--- config.mk ---
export PLATFORM = sky130hd
export DESIGN_NAME = hazard_forward_unit
export DESIGN_NICKNAME = d
export VERILOG_FILES = /design/src/rtl/hazard_pkg.sv /design/src/rtl/hazard_scoreboard.sv /design/src/rtl/hazard_forward_unit.sv
export SDC_FILE = /design/constraint.sdc
export NUM_CORES = 1
export LEC_CHECK = 0
export CELL_PAD_IN_SITES_DETAIL_PLACEMENT = 0
export CELL_PAD_IN_SITES_GLOBAL_PLACEMENT = 2
export CORE_MARGIN = 2
export CORE_UTILIZATION = 30
export CTS_CLUSTER_SIZE = 20
export DETAILED_ROUTE_END_ITERATION = 7
export GPL_ROUTABILITY_DRIVEN = 0
export HOLD_SLACK_MARGIN = 0.05
export PLACE_DENSITY_LB_ADDON = 0.1
export REMOVE_ABC_BUFFERS = 1
export SLEW_MARGIN = 0
export SYNTH_ARGS = -nofsm -noshare
export SYNTH_HDL_FRONTEND = slang
export SYNTH_HIERARCHICAL = 1
export SYNTH_SLANG_ARGS = --single-unit
export TNS_END_PERCENT = 10
--- constraint.sdc ---
create_clock -name clk -period 4.61 [get_ports clk]
set_clock_uncertainty 0.2 [all_clocks]
set_input_delay 0.922 -clock clk [delete_from_list [all_inputs] [get_ports clk]]
set_output_delay 0.922 -clock clk [all_outputs]
set_load 0.02 [all_outputs]
--- src/rtl/hazard_pkg.sv ---
// Shared types and helpers for the hazard/forwarding unit.
package hazard_pkg;

  typedef enum logic {
    IDLE    = 1'b0,
    LU_WAIT = 1'b1
  } lu_state_e;

  localparam int FWD_NONE = 0;

  // Forward select encoding: stage k is reached through mux input k+1.
  function automatic int fwd_sel_of_stage(input int k);
    return k + 1;
  endfunction

endpackage

--- src/rtl/hazard_scoreboard.sv ---
// Busy-register scoreboard for long-latency ops, with a bypass that treats
// a register written back this cycle as already free.
module hazard_scoreboard #(
  parameter int M = 5
) (
  input  logic         clk,
  input  logic         rst,
  input  logic         set,
  input  logic [M-1:0] set_rd,
  input  logic         clr,
  input  logic [M-1:0] clr_rd,
  input  logic [M-1:0] rs1,
  input  logic         rs1_used,
  input  logic [M-1:0] rs2,
  input  logic         rs2_used,
  input  logic [M-1:0] rd,
  input  logic         rd_used,
  output logic         busy_hit
);

  localparam int NREG = 2 ** M;

  logic [NREG-1:0] busy;
  logic [NREG-1:0] busy_nxt;
  logic [NREG-1:0] clr_mask;
  logic [NREG-1:0] busy_eff;

  always_comb begin
    clr_mask = '0;
    if (clr) clr_mask[clr_rd] = 1'b1;
    // Set is applied after clear so a same-cycle issue keeps the reg busy.
    busy_nxt = busy & ~clr_mask;
    if (set) busy_nxt[set_rd] = 1'b1;
    busy_nxt[0] = 1'b0;
    busy_eff = busy & ~clr_mask;
  end

  always_ff @(posedge clk) begin
    if (rst) busy <= '0;
    else     busy <= busy_nxt;
  end

  assign busy_hit = (rs1_used && busy_eff[rs1]) ||
                    (rs2_used && busy_eff[rs2]) ||
                    (rd_used  && busy_eff[rd]);

endmodule

--- src/rtl/hazard_forward_unit.sv ---
// EX operand forwarding, load-use stall FSM and long-latency scoreboard.
// Optional statistics counters are enabled with `define HAZARD_STATS_EN.
module hazard_forward_unit
  import hazard_pkg::*;
#(
  parameter int M               = 5,
  parameter int NUM_STAGES      = 2,
  parameter int LOAD_USE_CYCLES = 1,
  parameter int STAT_W          = 32,
  localparam int SEL_W          = $clog2(NUM_STAGES + 1)
) (
  input  logic                  clk,
  input  logic                  rst,
  input  logic [M-1:0]          ex_rs1,
  input  logic [M-1:0]          ex_rs2,
  input  logic [NUM_STAGES-1:0] stage_regwrite,
  input  logic [NUM_STAGES*M-1:0] stage_rd,
  input  logic [M-1:0]          id_rs1,
  input  logic [M-1:0]          id_rs2,
  input  logic                  id_rs1_used,
  input  logic                  id_rs2_used,
  input  logic [M-1:0]          id_rd,
  input  logic                  id_is_long,
  input  logic                  id_ex_memread,
  input  logic [M-1:0]          id_ex_rd,
  input  logic                  lat_issue,
  input  logic [M-1:0]          lat_rd,
  input  logic                  lat_done,
  input  logic [M-1:0]          lat_done_rd,
  input  logic                  flush,
  output logic [SEL_W-1:0]      rs1_sel,
  output logic [SEL_W-1:0]      rs2_sel,
  output logic                  stall,
  output logic                  bubble
`ifdef HAZARD_STATS_EN
  ,
  output logic [STAT_W-1:0]     stat_stall_cycles,
  output logic [STAT_W-1:0]     stat_lu_events,
  output logic [STAT_W-1:0]     stat_fwd_events
`endif
);

  localparam int CNT_W = $clog2(LOAD_USE_CYCLES + 1);

  lu_state_e  state, state_nxt;
  logic [CNT_W-1:0] cnt, cnt_nxt;
  logic lu_hit, lu_stall, sb_hit;

  // Walk from oldest to youngest so the youngest matching stage wins.
  always_comb begin
    rs1_sel = SEL_W'(FWD_NONE);
    rs2_sel = SEL_W'(FWD_NONE);
    if (!rst) begin
      for (int k = NUM_STAGES - 1; k >= 0; k--) begin
        if (stage_regwrite[k] && stage_rd[k*M +: M] == ex_rs1 && ex_rs1 != '0)
          rs1_sel = SEL_W'(fwd_sel_of_stage(k));
        if (stage_regwrite[k] && stage_rd[k*M +: M] == ex_rs2 && ex_rs2 != '0)
          rs2_sel = SEL_W'(fwd_sel_of_stage(k));
      end
    end
  end

  assign lu_hit = id_ex_memread && (id_ex_rd != '0) &&
                  ((id_rs1_used && id_rs1 == id_ex_rd) ||
                   (id_rs2_used && id_rs2 == id_ex_rd));

  always_comb begin
    state_nxt = state;
    cnt_nxt   = cnt;
    lu_stall  = 1'b0;
    case (state)
      IDLE: begin
        lu_stall = lu_hit;
        if (lu_hit && LOAD_USE_CYCLES > 1) begin
          state_nxt = LU_WAIT;
          cnt_nxt   = CNT_W'(LOAD_USE_CYCLES - 1);
        end
      end
      LU_WAIT: begin
        lu_stall = 1'b1;
        cnt_nxt  = cnt - CNT_W'(1);
        if (cnt == CNT_W'(1)) state_nxt = IDLE;
      end
      default: state_nxt = IDLE;
    endcase
    if (flush) begin
      state_nxt = IDLE;
      cnt_nxt   = '0;
    end
  end

  always_ff @(posedge clk) begin
    if (rst) begin
      state <= IDLE;
      cnt   <= '0;
    end else begin
      state <= state_nxt;
      cnt   <= cnt_nxt;
    end
  end

  hazard_scoreboard #(.M(M)) u_sb (
    .clk      (clk),
    .rst      (rst),
    .set      (lat_issue),
    .set_rd   (lat_rd),
    .clr      (lat_done),
    .clr_rd   (lat_done_rd),
    .rs1      (id_rs1),
    .rs1_used (id_rs1_used),
    .rs2      (id_rs2),
    .rs2_used (id_rs2_used),
    .rd       (id_rd),
    .rd_used  (id_is_long),
    .busy_hit (sb_hit)
  );

  assign stall  = !rst && !flush && (lu_stall || sb_hit);
  assign bubble = stall;

  always_ff @(posedge clk) begin
    if (!rst && lat_issue)
      assert (!stall) else $error("lat_issue asserted while stall is high");
  end

`ifdef HAZARD_STATS_EN
  function automatic logic [STAT_W-1:0] sat_inc(input logic [STAT_W-1:0] v);
    return (&v) ? v : v + STAT_W'(1);
  endfunction

  always_ff @(posedge clk) begin
    if (rst) begin
      stat_stall_cycles <= '0;
      stat_lu_events    <= '0;
      stat_fwd_events   <= '0;
    end else begin
      if (stall) stat_stall_cycles <= sat_inc(stat_stall_cycles);
      if (stall && state == IDLE && lu_hit) stat_lu_events <= sat_inc(stat_lu_events);
      if (rs1_sel != '0 || rs2_sel != '0) stat_fwd_events <= sat_inc(stat_fwd_events);
    end
  end
`endif

endmodule

Word level (Yosys, flattened, before mapping)
Index checks and enable logic that the tools add are counted.

Flip-flop bits (word level): 34. Output and inout bits: 6.

Add/subtract/negate cells: 1. Order comparisons: 7. Equality and inequality tests: 6. Muxes and demuxes: 20. Bitwise operators: 4. Reductions and logical operators: 30.

Operators by type and width (count): two-way mux 32 bit (2); bitwise AND 32 bit (1); inverter 32 bit (1); bitwise OR 32 bit (1); == test 5 bit (6); < comparator 5 x 6 -> 1 bit, second input constant (5); logical AND 1 bit (19); binary-select mux 1 bit (select 5 bit) (3); nonzero test 5 bit (3); two-way mux 2 bit (6); demux 1 bit (select 5 bit) (2); >= comparator 5 x 1 -> 1 bit, second input constant (2); two-way mux 1 bit (6); logical OR 1 bit (4); OR reduction 3 bit (1); logical NOT 1 bit (2); one-hot mux 1 bit (2 select lines) (1); OR reduction 2 bit (1); inverter 1 bit (1); subtractor 1 bit, second input constant (1).

Depth between registers and ports, before layout
Gate-level depths: netlist of run 1.

Depth after elaboration: 14. Mapped depth: 11. Depth with buffers taken out: 9.

Hierarchy
Netlist of run 1, hierarchy kept.

Modules (own cells, without submodules): hazard_scoreboard (instances 1, cells an instance 318, area an instance 2290.9 um2); hazard_forward_unit (instances 1, cells an instance 63, area an instance 531.8 um2).

Least setup slack after synthesis of run 1
Ideal clock, no wire load.

Kind: input port to output port. From: input port lat_done_rd[1]. To: output port stall. Arrival: 2.854 ns. Slack: 0.634 ns. Stages on the path: 11. Path buffers: 2. Path through: or3b_1 > buf_2 > o21ai_1 > mux4_2 > nor2b_1 > a211oi_1 > a211oi_1 > nand4_1 > o21ai_0 > o21ai_1 > buf_4.

Longest elaborated chain between the ends: 14. Elaborated cells between the ends (all ways): 21. Classes of those cells: order compare: 2; mux: 9; bitwise: 2; reduce/logical: 8.

RTL lines: start, declared (RTL line hazard_forward_unit.sv:29) `input logic [M-1:0] lat_done_rd,`; < comparator 5 x 6 -> 1 bit (implied by the code) or >= comparator 5 x 1 -> 1 bit (tied branches) (RTL line hazard_scoreboard.sv:30) `if (clr) clr_mask[clr_rd] = 1'b1;`; logical AND 1 bit (implied by the code) (RTL line hazard_scoreboard.sv:30); two-way mux 1 bit (implied by the code) (RTL line hazard_scoreboard.sv:30); demux 1 bit (select 5 bit) *; two-way mux 32 bit * (RTL line hazard_scoreboard.sv:30); inverter 32 bit * (RTL line hazard_scoreboard.sv:35) `busy_eff = busy & ~clr_mask;`; bitwise AND 32 bit * (RTL line hazard_scoreboard.sv:35); binary-select mux 1 bit (select 5 bit), on equally long branches (RTL line hazard_scoreboard.sv:43, hazard_scoreboard.sv:44); two-way mux 1 bit, on equally long branches (RTL line hazard_scoreboard.sv:43, hazard_scoreboard.sv:44); logical AND 1 bit, on equally long branches (RTL line hazard_scoreboard.sv:43, hazard_scoreboard.sv:44); logical OR 1 bit (RTL line hazard_scoreboard.sv:43) `assign busy_hit = (rs1_used && busy_eff[rs1]) ||`; logical OR 1 bit * (RTL line hazard_scoreboard.sv:44) `(rs2_used && busy_eff[rs2]) ||`; net sb_hit (RTL line hazard_forward_unit.sv:47) `logic lu_hit, lu_stall, sb_hit;`; logical OR 1 bit * (RTL line hazard_forward_unit.sv:118) `assign stall = !rst && !flush && (lu_stall || sb_hit);`; logical AND 1 bit * (RTL line hazard_forward_unit.sv:118); end, declared (RTL line hazard_forward_unit.sv:33) `output logic stall,`.

Mark *: on every way through the listed nets, which the timed path passes. The rest lies on a longest branch. The select of a mux whose other input is x is not followed.

Worst setup path after layout of run 1
From: input port lat_done_rd[3]. To: output port stall.

Same word-level chain as after synthesis.

==> metrics.csv, run 1 <==
metric;value;unit
CTS root buf;clkbuf_8;
hpwl dp;9430;um
Setup Viol. Count Final;0;
Layout area overhead;60.4;%
fmax;0.224;GHz
Chip Height;101;um
final design utilization;0.492;
DRC;0;
Yosys warnings;6;
CP startpoint kind;input pin;
Post-synth ARST share;0;
Post-Place Setup Slack;-0.700;ns
CP required;3.49;ns
sequential fraction of the synthesis area;0.234;
Worst Setup Path Type;input pin to output port;
Worst slew margin;0.341;
CTS H-tree depth;2;
setup ws final;0.145;ns
final hold slack;0.247;ns
crit path max fanout;7;
Core ar.;9200;um2
DR vias;3494;
top_reg_cell synth;dfxtp_1;
met2 Use GR;0.402;
# rows;35;
post-route ant nets;0;
initial antenna violation count;0;
Static Leak;1.68;nW
global-route wire length before repair;17800;um
initial drt markers;162;
PD cells;168;nW/um2
port bufs;66;
Post-synth EDFFs;0;
I/O pins;67;
vias per cell;5.33;
Hold Violations, Final;0;
Layout Nets;605;
setup repair after global routing missed its margin;false;
Worst Tran Pin Value;0.986;ns
final worst-path cycle share;0.968;
Setup crit end kind;output port;
leading cell type in the layout, fill and taps excluded;buf_4;
Slew Limit Fails;0;
design area;4530;um2
M3 GR Usage;0.0215;
Gate Count Post-Synth;381;
#FFs+latches synth;33;
WL/cell;17.2;um
placed instance area;4380;um2
count of cell types in the netlist;55;
Post-Syn Area;2820;um2
share of cells above drive strength 1;0.256;
Mapped Avg Cell Area;7.41;um2
Clock Path Buffers;2;
gr busiest metal;met2;
ANT cells;0;
die area;10200;um2
clock-pin slew on the worst setup and hold paths;0.07;ns
CTS Buf Count;5;
grt total ovfl;0;
first-pass iteration count of the detailed router;4;
die width;101;um
crit-path most repeated cell;o21ai_1;
Setup TNS;0;ns
crit path cell chain;dlygate4sd2_1 -> or3b_4 -> o21ai_0 -> buf_4 -> nor3b_1 -> a211oi_1 -> nor2_1 -> nor3_2 -> nand4_1 -> o21ai_1 -> o21ai_1 -> clkdlybuf4s15_2;
met1 GRT Util;0.283;
peak supply drop;99.6;uV
CP bufs+invs;3;
Num Clock Sinks;33;
CTS tree;built;
Slowest-stage cell, CP;or3b_4;
Crit path arrival time;3.34;ns
GR Util All Layers;0.225;
cell family with most CP delay;simple AND/OR/NAND/NOR gates;
commonest non-fill, non-tap cells in the layout;buf_4, clkdlybuf4s50_1, nand2_1;
max-cap violation count;0;
clock latency on the worst-skew pair;0.28;ns
crit path time final;4.46;ns
wirelength, routed;11300;um
CP peak stage delay;0.46;ns
pin count of the biggest net entering global routing;27;
vias in the first global route;3457;
Initial Utilization;0.307;
Hold WC Path Type;flip-flop to flip-flop;
status;finished clean;
## stage by stage
stage / instances / total power [mW]
after floorplan: 361 / 0.378
after global placement: 646 / 0.547
after detailed placement: 646 / 0.549
after CTS: 655 / 0.766
after global routing: 655 / 0.800
final: 655 / 0.761
## metal layers
metal / up-vias / wire, um / part of all wire
li1: 1756 / - / -
met5: - / 0 / 0
met1: 1621 / 4990 / 0.44
met3: 16 / 533 / 0.047
met2: 101 / 5480 / 0.49
met4: 0 / 288 / 0.025
## path summary, 6_finish.rpt
check,start,end,slack (ns),cells after the start
min,cnt$_SDFFE_PN0P_,state$_SDFF_PP0_,0.25,1
max reg2reg,u_sb/busy[18]$_SDFF_PP0_,u_sb/busy[18]$_SDFF_PP0_,3.55,4
max,lat_done_rd[3],stall,0.15,12
min reg2reg,cnt$_SDFFE_PN0P_,state$_SDFF_PP0_,0.25,1
## sequential cells by signal (all words and copies together), names as in the netlist
register and flops:
cnt 1, state 1, u_sb/busy 31
## cells in the mapped netlist (6+ instances only)
cell	instances	area [um2]
a211oi_1	6	45.0
nor2_1	19	71.3
a21oi_1	38	190
nor2b_1	8	50.1
mux2i_1	16	160
dfxtp_1	33	661
o211ai_1	11	82.6
xor2_1	13	114
nand3b_1	9	67.6
o21ai_0	31	155
inv_1	8	30.0
o21ai_1	8	40.0
nand4_1	6	37.5
nor3b_1	8	60.1
nor3_1	11	55.1
clkbuf_1	16	60.1
xnor2_1	16	140
nand3_1	12	60.1
a22oi_1	6	45.0
nand2_1	43	161
## kinds of logic after synthesis
family | synth area share
compound gates | 0.266
simple gates | 0.300
xor+xnor | 0.0900
flops | 0.234
buf+inv | 0.0408
mux | 0.0687
## power breakdown
part,switching (mW),internal (mW)
sequential,0.00113,0.289
clock,0.0972,0.118
combinational,0.123,0.132
## layout make-up
class / count / area [um2]
fill: 949 / 4670
clock buffer: 7 / 86.3
sequential: 33 / 661
inverter: 9 / 33.8
multi-input combinational: 319 / 2100
tap: 111 / 139
timing repair buffer: 176 / 1510
## repair_timing
action,in CTS,in global routing
hold buffers,0,0
pin swaps,4,0
gates resized for setup,29,3
endpoints found under the setup margin,2,2
buffers inserted,2,0
(Power assumes the default switching activity.)
==> run 2: changes to the inputs <==
--- a/config.mk
+++ b/config.mk
@@ -15,6 +15,7 @@
 export HOLD_SLACK_MARGIN = 0.05
 export PLACE_DENSITY_LB_ADDON = 0.1
 export REMOVE_ABC_BUFFERS = 1
+export SETUP_SLACK_MARGIN = 0.05
 export SLEW_MARGIN = 0
 export SYNTH_ARGS = -nofsm -noshare
 export SYNTH_HDL_FRONTEND = slang
==> run 2 against run 1 <==
Against the previous run:
- first-iteration DRC count fell by 22%
- critical path depth did not move
- register-to-register slack barely moved
- global-route usage did not move
- final cell count rose by 0.15%
- largest cell class unchanged
- count of clock-buffer cells in the layout did not move
- critical endpoint unchanged
- sequential power barely moved
==> metrics.csv, run 2 (synthesis results as in run 1) <==
metric;value;unit
Worst Setup Path Type;input pin to output port;
port bufs;66;
hold path startpoint;cnt$_SDFFE_PN0P_;
Met1 Wirelength;4950;um
Initial Utilization;0.307;
placed instance area;4380;um2
vias in the first global route;3457;
Layout area overhead;61.2;%
Setup Viol. Count Final;0;
DRC;0;
Comb pwr share;0.337;
max-cap violation count;0;
clock-pin slew on the worst setup and hold paths;0.06;ns
post-route ant nets;0;
global-route wire length before repair;17800;um
share of cells above drive strength 1;0.257;
first-pass iteration count of the detailed router;4;
Worst Setup SP;lat_done_rd[2];
Chip Height;101;um
max layer used;met4;
CTS tree;built;
Worst Tran Pin Value;1.01;ns
Static Leak;1.69;nW
crit path time final;4.42;ns
initial drt markers;127;
Core ar.;9200;um2
# fillers;950;
fin cells;656;
Hold WC Path Type;flip-flop to flip-flop;
Setup crit end kind;output port;
CP startpoint kind;input pin;
leading cell type in the layout, fill and taps excluded;buf_4;
Worst slew margin;0.328;
Crit path arrival time;3.30;ns
sequential share of power;0.381;
status;finished clean;
Hold Violations, Final;0;
grt total ovfl;0;
vias per cell;5.33;
setup repair after global routing missed its margin;false;
die width;101;um
CP peak stage delay;0.46;ns
die area;10200;um2
CP bufs+invs;3;
cell family with most CP delay;simple AND/OR/NAND/NOR gates;
Slew Limit Fails;0;
Sequential Area;661;um2
CP required;3.49;ns
Slowest-stage cell, CP;or3b_4;
Setup TNS;0;ns
clock latency on the worst-skew pair;0.28;ns
final design utilization;0.495;
initial antenna violation count;0;
CTS Buf Count;5;
Reg-to-Reg Start;u_sb/busy[18]$_SDFF_PP0_;
crit path max fanout;6;
crit-path most repeated cell;o21ai_1;
GR Util All Layers;0.225;
area of the multi-input gates;2120;um2
commonest non-fill, non-tap cells in the layout;buf_4, clkdlybuf4s50_1, nand2_1;
# rows;35;
hpwl dp;9430;um
Most flops, register;u_sb/busy;
CTS hold repair buffers;0;
final worst-path cycle share;0.959;
Inst Count DP;646;
Clock Path Buffers;2;
switching part of the total;0.290;
design area;4550;um2
Met2 Wirelength;5460;um
peak supply drop;99.3;uV
power share of the clock group;0.282;
CTS root buf;clkbuf_8;
crit path cell chain;dlygate4sd2_1 -> or3b_4 -> o21ai_1 -> buf_4 -> nor3b_1 -> a211oi_1 -> nor2_1 -> nor3_2 -> nand4_1 -> o21ai_1 -> o21ai_1 -> clkdlybuf4s15_2;
WL/cell;17.2;um
Psw;0.221;mW
pin count of the biggest net entering global routing;27;
biggest regs;u_sb/busy (31), cnt (1), state (1);
Met3 Wirelength;590;um
wirelength, routed;11300;um
Layout Nets;606;
max reg flops;31;
CTS H-tree depth;2;
Power Internal;0.540;mW
ANT cells;0;
PD cells;167;nW/um2
Num Clock Sinks;33;
I/O pins;67;
DR vias;3497;
fmax;0.226;GHz
[run 2: changes by cell type in the layout (fill, tap and decap cells not counted), sizes merged]
| cell | previous run | this run |
|---|---|---|
| buf | 110 | 111 |
[run 2: power groups by stage]
stage               Combinational (mW)  Clock, mW  Sequential (mW)
floorplan                       0.0827          0            0.296
global placement                 0.251          0            0.296
detailed placement               0.253          0            0.296
CTS                              0.255      0.221            0.290
global route                     0.278      0.234            0.290
finish                           0.256      0.214            0.290
[run 2: routing by layer]
layer | up-vias | track usage
met4 | 0 | 0.0769
met1 | 1608 | 0.283
met2 | 116 | 0.402
met5 | - | 0
li1 | 1755 | -
met3 | 18 | 0.0215
[run 2: worst register-to-register path: cells and delay by family, from the launching register on]
kind	cells	cell delay, ns
flops	1	0.37
buf+inv	2	0.25
compound gates	2	0.18
[run 2: metrics by stage]
stage | setup WS (ns) | power [mW] | hold WS [ns]
final | 0.189 | 0.760 | 0.247
after global routing | 0.0355 | 0.802 | 0.260
after CTS | 0.115 | 0.766 | 0.250
after detailed placement | -0.700 | 0.549 | 0.242
after global placement | -0.657 | 0.547 | 0.229
after floorplan | 0.760 | 0.378 | 0.218
[run 2: layout make-up]
class / instances / area share
inverters: 9 / 0.00742
flip-flops and latches: 33 / 0.145
well taps: 111 / 0.0305
repair buffers: 177 / 0.333
clock buffers: 7 / 0.0190
multi-input cells: 319 / 0.465
[run 2: path summary, 6_finish.rpt]
check | endpoint | slack (ns) | cells past startpoint
worst min-delay path | state$_SDFF_PP0_ | 0.25 | 1
worst max-delay path | stall | 0.19 | 12
worst min register to register | state$_SDFF_PP0_ | 0.25 | 1
worst max register to register | u_sb/busy[18]$_SDFF_PP0_ | 3.55 | 4
[run 2: timing repair]
action                                  CTS  global route
pin swaps                                 4             4
endpoints found under the setup margin    2             2
setup buffers                             2             1
gates resized for setup                  29             7
